===== src/rtl/branch_ctrl.sv =====
// Execute-stage branch resolver: accept -> EVAL next cycle -> redirect/flush the cycle after on mispredict.
// One branch in flight; br_ready_o low until the redirect is taken by fetch or killed by flush_i.
package branch_ctrl_pkg;
  typedef enum logic [2:0] {
    BR_BEQ  = 3'b000,
    BR_BNE  = 3'b001,
    BR_BLT  = 3'b100,
    BR_BGE  = 3'b101,
    BR_BLTU = 3'b110,
    BR_BGEU = 3'b111
  } branch_op_e;
endpackage

module branch_ctrl
  import branch_ctrl_pkg::*;
#(
  parameter int unsigned BHT_ENTRIES = 16
) (
  input  logic        clk_i,
  input  logic        rst_ni,
  input  logic        br_valid_i,
  output logic        br_ready_o,
  input  branch_op_e  br_op_i,
  input  logic [31:0] br_pc_i,
  input  logic [31:0] br_imm_i,
  input  logic        br_pred_taken_i,
  input  logic [31:0] rs1_data_i,
  input  logic [31:0] rs2_data_i,
  output branch_op_e  cmp_op_o,
  output logic [31:0] cmp_rs1_o,
  output logic [31:0] cmp_rs2_o,
  input  logic        cmp_taken_i,
  input  logic        flush_i,
  output logic        flush_o,
  output logic        redirect_valid_o,
  input  logic        redirect_ready_i,
  output logic [31:0] redirect_pc_o,
  input  logic [31:0] lookup_pc_i,
  output logic        lookup_taken_o,
  output logic [31:0] mispredict_cnt_o,
  output logic [31:0] branch_cnt_o
);

  localparam int unsigned IDX_W = $clog2(BHT_ENTRIES);

  typedef enum logic [1:0] {IDLE, EVAL, REDIRECT} state_e;

  state_e      state_q, state_d;
  branch_op_e  op_q, op_d;
  logic [31:0] pc_q, pc_d, imm_q, imm_d, rs1_q, rs1_d, rs2_q, rs2_d;
  logic        pred_q, pred_d;
  logic [31:0] redir_pc_q, redir_pc_d;
  logic        first_q, first_d;
  logic [31:0] mis_cnt_q, mis_cnt_d, br_cnt_q, br_cnt_d;
  logic [1:0]  bht_q [BHT_ENTRIES];
  logic [1:0]  bht_d [BHT_ENTRIES];

  logic             op_known, taken;
  logic [31:0]      target;
  logic [IDX_W-1:0] upd_idx;
  logic             unused_lookup_bits;

  always_comb begin
    op_known = op_q inside {BR_BEQ, BR_BNE, BR_BLT, BR_BGE, BR_BLTU, BR_BGEU};
    taken    = op_known && cmp_taken_i;
    target   = taken ? (pc_q + imm_q) : (pc_q + 32'd4);
    upd_idx  = pc_q[IDX_W+1:2];

    state_d          = state_q;
    op_d             = op_q;
    pc_d             = pc_q;
    imm_d            = imm_q;
    rs1_d            = rs1_q;
    rs2_d            = rs2_q;
    pred_d           = pred_q;
    redir_pc_d       = redir_pc_q;
    first_d          = first_q;
    mis_cnt_d        = mis_cnt_q;
    br_cnt_d         = br_cnt_q;
    bht_d            = bht_q;
    br_ready_o       = 1'b0;
    redirect_valid_o = 1'b0;
    flush_o          = 1'b0;

    case (state_q)
      IDLE: begin
        br_ready_o = !flush_i;
        if (br_valid_i && br_ready_o) begin
          op_d    = br_op_i;
          pc_d    = br_pc_i;
          imm_d   = br_imm_i;
          pred_d  = br_pred_taken_i;
          rs1_d   = rs1_data_i;
          rs2_d   = rs2_data_i;
          state_d = EVAL;
        end
      end
      EVAL: begin
        // A kill here discards the branch entirely: no training, no stats.
        if (flush_i) begin
          state_d = IDLE;
        end else begin
          if (br_cnt_q != 32'hFFFF_FFFF) br_cnt_d = br_cnt_q + 32'd1;
          if (op_known) begin
            if (taken && bht_q[upd_idx] != 2'b11) bht_d[upd_idx] = bht_q[upd_idx] + 2'd1;
            else if (!taken && bht_q[upd_idx] != 2'b00) bht_d[upd_idx] = bht_q[upd_idx] - 2'd1;
          end
          if (taken != pred_q) begin
            if (mis_cnt_q != 32'hFFFF_FFFF) mis_cnt_d = mis_cnt_q + 32'd1;
            redir_pc_d = target;
            first_d    = 1'b1;
            state_d    = REDIRECT;
          end else begin
            state_d = IDLE;
          end
        end
      end
      REDIRECT: begin
        redirect_valid_o = 1'b1;
        flush_o          = first_q && !flush_i;
        first_d          = 1'b0;
        if (flush_i || redirect_ready_i) state_d = IDLE;
      end
      default: state_d = IDLE;
    endcase
  end

  always_ff @(posedge clk_i or negedge rst_ni) begin
    if (!rst_ni) begin
      state_q    <= IDLE;
      op_q       <= BR_BEQ;
      pc_q       <= '0;
      imm_q      <= '0;
      rs1_q      <= '0;
      rs2_q      <= '0;
      pred_q     <= 1'b0;
      redir_pc_q <= '0;
      first_q    <= 1'b0;
      mis_cnt_q  <= '0;
      br_cnt_q   <= '0;
      for (int i = 0; i < BHT_ENTRIES; i++) bht_q[i] <= 2'b01;
    end else begin
      state_q    <= state_d;
      op_q       <= op_d;
      pc_q       <= pc_d;
      imm_q      <= imm_d;
      rs1_q      <= rs1_d;
      rs2_q      <= rs2_d;
      pred_q     <= pred_d;
      redir_pc_q <= redir_pc_d;
      first_q    <= first_d;
      mis_cnt_q  <= mis_cnt_d;
      br_cnt_q   <= br_cnt_d;
      for (int i = 0; i < BHT_ENTRIES; i++) bht_q[i] <= bht_d[i];
    end
  end

  // Lookup reads the registered table, so a same-cycle update is not visible yet.
  assign lookup_taken_o     = bht_q[lookup_pc_i[IDX_W+1:2]][1];
  assign unused_lookup_bits = ^{lookup_pc_i[31:IDX_W+2], lookup_pc_i[1:0]};

  assign cmp_op_o         = op_q;
  assign cmp_rs1_o        = rs1_q;
  assign cmp_rs2_o        = rs2_q;
  assign redirect_pc_o    = redir_pc_q;
  assign mispredict_cnt_o = mis_cnt_q;
  assign branch_cnt_o     = br_cnt_q;

endmodule


===== config.mk =====
export PLATFORM = sky130hd
export DESIGN_NAME = branch_ctrl
export DESIGN_NICKNAME = d
export VERILOG_FILES = /design/src/rtl/branch_ctrl.sv
export SDC_FILE = /design/constraint.sdc
export NUM_CORES = 1
export LEC_CHECK = 0
export CELL_PAD_IN_SITES_DETAIL_PLACEMENT = 1
export CELL_PAD_IN_SITES_GLOBAL_PLACEMENT = 1
export CORE_MARGIN = 2
export CORE_UTILIZATION = 37
export CTS_BUF_LIST = sky130_fd_sc_hd__clkbuf_4 sky130_fd_sc_hd__clkbuf_8
export CTS_CLUSTER_SIZE = 25
export DETAILED_ROUTE_END_ITERATION = 12
export PLACE_DENSITY_LB_ADDON = 0.1
export SKIP_CTS_REPAIR_TIMING = 1
export SLEW_MARGIN = 30
export SYNTH_ARGS = -nofsm -noshare
export SYNTH_HDL_FRONTEND = slang
export SYNTH_SLANG_ARGS = --single-unit

===== constraint.sdc =====
create_clock -name clk_i -period 4.2 [get_ports clk_i]
set_input_delay 0.84 -clock clk_i [delete_from_list [all_inputs] [get_ports clk_i]]
set_output_delay 0.84 -clock clk_i [all_outputs]
set_load 0.01 [all_outputs]

==> results of run 1 <==
## power breakdown
part | leakage [uW] | switching (uW) | internal, uW
clock network | 0.000522 | 1100 | 1410
registers | 0.00326 | 440 | 3100
logic | 0.00367 | 1510 | 1640
## state kept, by name, summed over array words and instances, names as in the netlist, 3 cells and up, named ones only
| register | count |
|---|---|
| redirect_pc_o | 32 |
| cmp_rs1_o | 32 |
| imm_q | 32 |
| pc_q | 32 |
| mispredict_cnt_o | 32 |
| branch_cnt_o | 32 |
| cmp_op_o | 3 |
| cmp_rs2_o | 32 |
| bht_q | 16 |
## metal layers
metal / wire length, um / vias up / track usage
li1: - / 4770 / -
met1: 16800 / 4995 / 0.275
met2: 18000 / 268 / 0.343
met3: 3150 / 45 / 0.0755
met4: 622 / 0 / 0.0586
met5: 0 / - / 0
## worst max path at each step
stage                      to  slack, ps            from  cells after the start
2_1_floorplan       bht_q[25]        870         pc_q[2]                     13
3_3_place_gp   lookup_taken_o        420  lookup_pc_i[2]                      4
3_5_place_dp   lookup_taken_o        370  lookup_pc_i[2]                      4
4_1_cts        lookup_taken_o        370  lookup_pc_i[2]                      4
5_1_grt        lookup_taken_o        320  lookup_pc_i[2]                      4
6_report       lookup_taken_o        380  lookup_pc_i[2]                      4
## worst max-delay path, delay by kind of cell
kind | cells | cell delay [ps]
muxes | 2 | 1030
buffers and inverters | 2 | 1110
## final cells by class
| class | instances | area, sq um |
|---|---|---|
| well taps | 455 | 569 |
| fillers | 3747 | 17000 |
| repair buffers | 325 | 3250 |
| clock inverters | 6 | 35.0 |
| multi-input cells | 833 | 6190 |
| clock buffers | 78 | 942 |
| inverters | 21 | 78.8 |
| flip-flops and latches | 263 | 6600 |
## logic make-up (layout without fill, tap and decap cells)
family                   Yosys count  in the layout  synth area share
AND/OR/NAND/NOR                  340            340             0.124
flip-flops                       263            263             0.507
AO/OA/AOI/OAI                    176            176            0.0818
multiplexers                     163            163             0.153
XOR/XNOR                         114            114            0.0767
buffers and inverters             64            430            0.0186
adder cells (fa/ha/maj)           40             40            0.0390
## cells in the mapped netlist (4+ instances only)
master	number
and2_1	9
nand2b_1	5
clkbuf_1	32
a31oi_1	5
and3_1	14
nor3_1	16
xor2_1	44
or3_1	4
buf_1	9
mux2i_1	4
dfrtp_1	247
xnor2_1	70
nor2_1	96
a21o_1	14
o21ai_1	15
dfstp_2	16
mux4_2	14
inv_1	20
mux2_2	144
ha_1	39
nand4_1	25
o21ai_0	31
nand2_1	106
a21oi_1	75
nand3_1	39
and4_1	14
## stage by stage
step	setup slack (ps)	hold WS, ps
after floorplan	869	439
after global routing	317	278
after global placement	418	459
after detailed placement	366	472
after CTS	366	252
final	380	260
==> out/qor.yml, run 1 <==
ys_ff_latch: 263
leakage_uw: 0.00745
syn2layout_area_growth_pct: 35.7
gp_congestion: 0.779
drc: 0
stdcell_count: 1981
rows: 68
start_kind: "primary input"
start_util: 0.376
syn_inst: 1160
nets: 1702
grt_pass1_vias: 11000
cp_max_fo: 4
ys_types: 60
core_sq_um: 34600
min_path_type: "primary input to asynchronous set/reset pin"
ys_warn_count: 0
regToRegStartpoint: "pc_q[2]"
setup_tns_ps: 0
portBuffers: 308
clock_skew_ps: 26.8
antenna_found_initial: 0
die_w_um: 192
rr_endpoint: "redirect_pc_o[31]"
critPathKind: "primary input to output pin"
yosys.area.top_type: "dfrtp_1"
clk_pin_slew_worst_paths_ps: 50
outcome: "completed"
drtAntennaViolNets: 0
dr.pass1.iters: 4
vias_per_cell: 5.09
tightest_slew_ps: 800
place_inst: 1897
htreeDepth: 2
cp-end-kind: "output pin"
vdd_drop_max_uv: 290
post-route-period-util: 0.909
grt_pass1_wl_um: 61300
reg2reg_slack_ps: 630
grt_max_degree: 98
hpwlAfterDp_um: 28100
final_common_cell: "clkdlybuf4s50_1"
netlist_area_sq_um: 13000
routed_wl_um: 38500
arrival_ps: 2980
timing.fmax_ghz: 0.262
cts_buffer_depth: 3
maxCapViolCount: 0
setup_violations: 0
clk_latency_ps: 610
post_drt_wl_per_cell_um: 19.4
die_y_um: 192
required_ps: 3360
final_cell_mix: "307 x clkdlybuf4s50_1, 247 x dfrtp_1, 144 x mux2_2"
synthTopCellsByArea: "dfrtp_1 47%, mux2_2 12%, xnor2_1 4.7%, ha_1 3.7%, dfstp_2 3.2%"
dpl_cell_area_sq_um: 16700
diodes: 0
synth_top_area_frac: 0.475
fin_area_sq_um: 17700
slew_headroom: 0.467
vias: 10100
async_flop_share: 1.00
grt_use_total: 0.214
grt_setup_unrepaired: "no"
synth_ff_type: "dfrtp_1"
synth_nets: 1370
p_per_area_nw_per_um2: 521
grt_overflow: 0
numCtsBuffers: 48
slew_violations: 0
io_pins: 337
power.total_uw: 9210
hold_viol: 0
synth_edf_count: 0
root_buffer: "clkbuf_8"
reg2reg_depth: 10
cts_tree: "built"
initialDrtViolationCount: 373
die-area_sq_um: 36700
slowest_stage: "clkdlybuf4s50_1"
max_stage_delay_ps: 620
ys_seq_area_frac: 0.507
avgSynthCellArea_sq_um: 11.2
drive_above_1_share: 0.190
min_period_ps: 3820
cts_sinks: 263
path_cells: "clkdlybuf4s50_1 -> mux4_2 -> mux4_2 -> clkdlybuf4s50_1"
finalCoreUtilization: 0.510
No activity file was read; power rests on OpenSTA's default activity.
==> run 2: changes to the inputs <==
- DONT_BUFFER_PORTS: default -> 1
==> run 2 against run 1 <==
- the flow now finishes with violations (negative hold slack)
- global-route usage shrank 2.2 points
- via count shrank 13%
- sequential share of layout area grew 7.8 points
- sequential power grew 6.2%
- wire length shrank 9.7%
- register-to-register slack gained 50 ps
- hold slack lost 320 ps
- first-iteration DRC count shrank 14%
- clock-buffer cell count shrank 9
- total power shrank 7.7%
- critical path type is now flop to flop
- highest routed layer unchanged
==> out/qor.yml, run 2 (synthesis results as in run 1) <==
outcome: "complete, but fails checks"
violations: "negative hold slack"
clk_latency_ps: 600  # about the same
cp_max_fo: 15  # +11
drive_above_1_share: 0.237  # +0.0466
place_inst: 1589  # -16%
htreeDepth: 2  # unchanged
setup_violations: 0  # unchanged
timing.fmax_ghz: 0.284  # +8.4%
io_pins: 337  # unchanged
power.total_uw: 8500  # -7.7%
vdd_drop_max_uv: 276  # -5.0%
grt_use_total: 0.192  # -0.0223
gp_congestion: 0.774  # -0.62%
arrival_ps: 4010  # +1030 ps
drc: 0  # unchanged
die_y_um: 192  # unchanged
grt_overflow: 0  # unchanged
final_common_cell: "dfrtp_1"
rows: 68  # unchanged
die-area_sq_um: 36700  # unchanged
p_per_area_nw_per_um2: 581  # +11%
critPathKind: "flop to flop"
hpwlAfterDp_um: 25200  # -10%
cts_buffer_depth: 3  # unchanged
clock_skew_ps: 21.4  # -5.42 ps
vias_per_cell: 5.27  # +3.5%
vias: 8806  # -13%
reg2reg_slack_ps: 680  # +50 ps
tightest_slew_ps: 699  # -101 ps
finalWorstSetupSlack_ps: 677  # +297 ps
reg2reg_depth: 10  # unchanged
required_ps: 4690  # +1330 ps
post-route-period-util: 0.839  # -0.0707
initialDrtViolationCount: 320  # -14%
stdcell_count: 1672  # -16%
portBuffers: 0  # -100%
antenna_found_initial: 0  # unchanged
cts_sinks: 263  # unchanged
grt_setup_unrepaired: "no"
root_buffer: "clkbuf_8"
regToRegStartpoint: "pc_q[3]"
min_path_type: "primary input to asynchronous set/reset pin"
grt_pass1_wl_um: 54300  # -11%
cp-end-kind: "flop"
core_sq_um: 34600  # unchanged
cts_tree: "built"
slew_violations: 0  # unchanged
final_cell_mix: "247 x dfrtp_1, 144 x mux2_2, 106 x nand2_1"
slew_headroom: 0.534  # +0.0670
clk_pin_slew_worst_paths_ps: 60  # about the same
start_kind: "flop"
leakage_uw: 0.00630  # -15%
dr.pass1.iters: 4  # unchanged
routed_wl_um: 34800  # -9.7%
post-place-ws_ps: 665  # +300 ps
syn2layout_area_growth_pct: 12.3
rr_endpoint: "redirect_pc_o[31]"
diodes: 0  # unchanged
numCtsBuffers: 47  # -2.1%
grt_max_degree: 264  # +170%
holdWs_ps: -58.8  # -319 ps
die_w_um: 192  # unchanged
grt_pass1_vias: 9503  # -14%
maxCapViolCount: 0  # unchanged
hold_viol: 82  # +82
drtAntennaViolNets: 0  # unchanged
setup_tns_ps: 0  # unchanged
post_drt_wl_per_cell_um: 20.8  # +7.0%
min_period_ps: 3520  # -297 ps
nets: 1393  # -18%
start_util: 0.376  # unchanged
run 2: changes by cell type in the layout (fill, tap and decap cells not counted), moves of 2 or more:
| cell | delta |
|---|---|
| bufinv_16 | +2 |
| clkbuf_4 | -14 |
| clkbuf_8 | +5 |
| clkdlybuf4s50_1 | -307 |
| clkinv_2 | +5 |
run 2: routing by layer:
layer | share of wire | wire [um] | vias to the layer above | global-route usage
met3 | 0.078 | 2700 | 38 | 0.0636
met5 | 0 | 0 | - | 0
met2 | 0.46 | 16000 | 267 | 0.300
li1 | - | - | 4151 | -
met1 | 0.45 | 15500 | 4350 | 0.252
met4 | 0.017 | 578 | 0 | 0.0592
run 2: worst max-delay path by stage:
stage             from                end  slack [ps]  cells after the start
3_3_place_gp   pc_q[3]  redirect_pc_o[31]         750                     10
2_1_floorplan  pc_q[2]          bht_q[25]         870                     13
4_1_cts        pc_q[3]  redirect_pc_o[31]         650                     10
3_5_place_dp   pc_q[3]  redirect_pc_o[31]         670                     10
5_1_grt        pc_q[3]  redirect_pc_o[31]         480                     10
6_report       pc_q[3]  redirect_pc_o[31]         680                     10
run 2: through the flow:
stage	cell area (sq um)	util	hold slack [ps]
2_1_floorplan	13000	-	439
3_3_place_gp	13600	0.392	456
3_5_place_dp	13600	0.392	463
4_1_cts	14600	0.422	-126
5_1_grt	14600	0.422	-114
6_report	14600	0.422	-58.8
run 2: cell type report:
class / instances / area (sq um)
well taps: 455 / 569
inverters: 21 / 78.8
multi-input cells: 833 / 6190
clock buffers: 69 / 906
clock inverters: 14 / 130
repair buffers: 17 / 153
fillers: 3710 / 20000
flip-flops and latches: 263 / 6600
run 2: where the power goes:
group | internal [uW] | total, uW | switching, uW | leakage [uW]
clock | 1510 | 2600 | 1090 | 0.000550
sequential | 3100 | 3760 | 655 | 0.00326
combinational | 1020 | 2130 | 1120 | 0.00249
run 2: critical path, stage by stage, from the launching register on:
cell and delay [ps]:
dfrtp_1 640, ha_1 470, o211ai_1 100, o21bai_1 200, a32oi_2 310, a21oi_2 130
o31a_1 300, o311ai_1 570, mux2i_1 310, a211oi_1 100, a211o_1 280
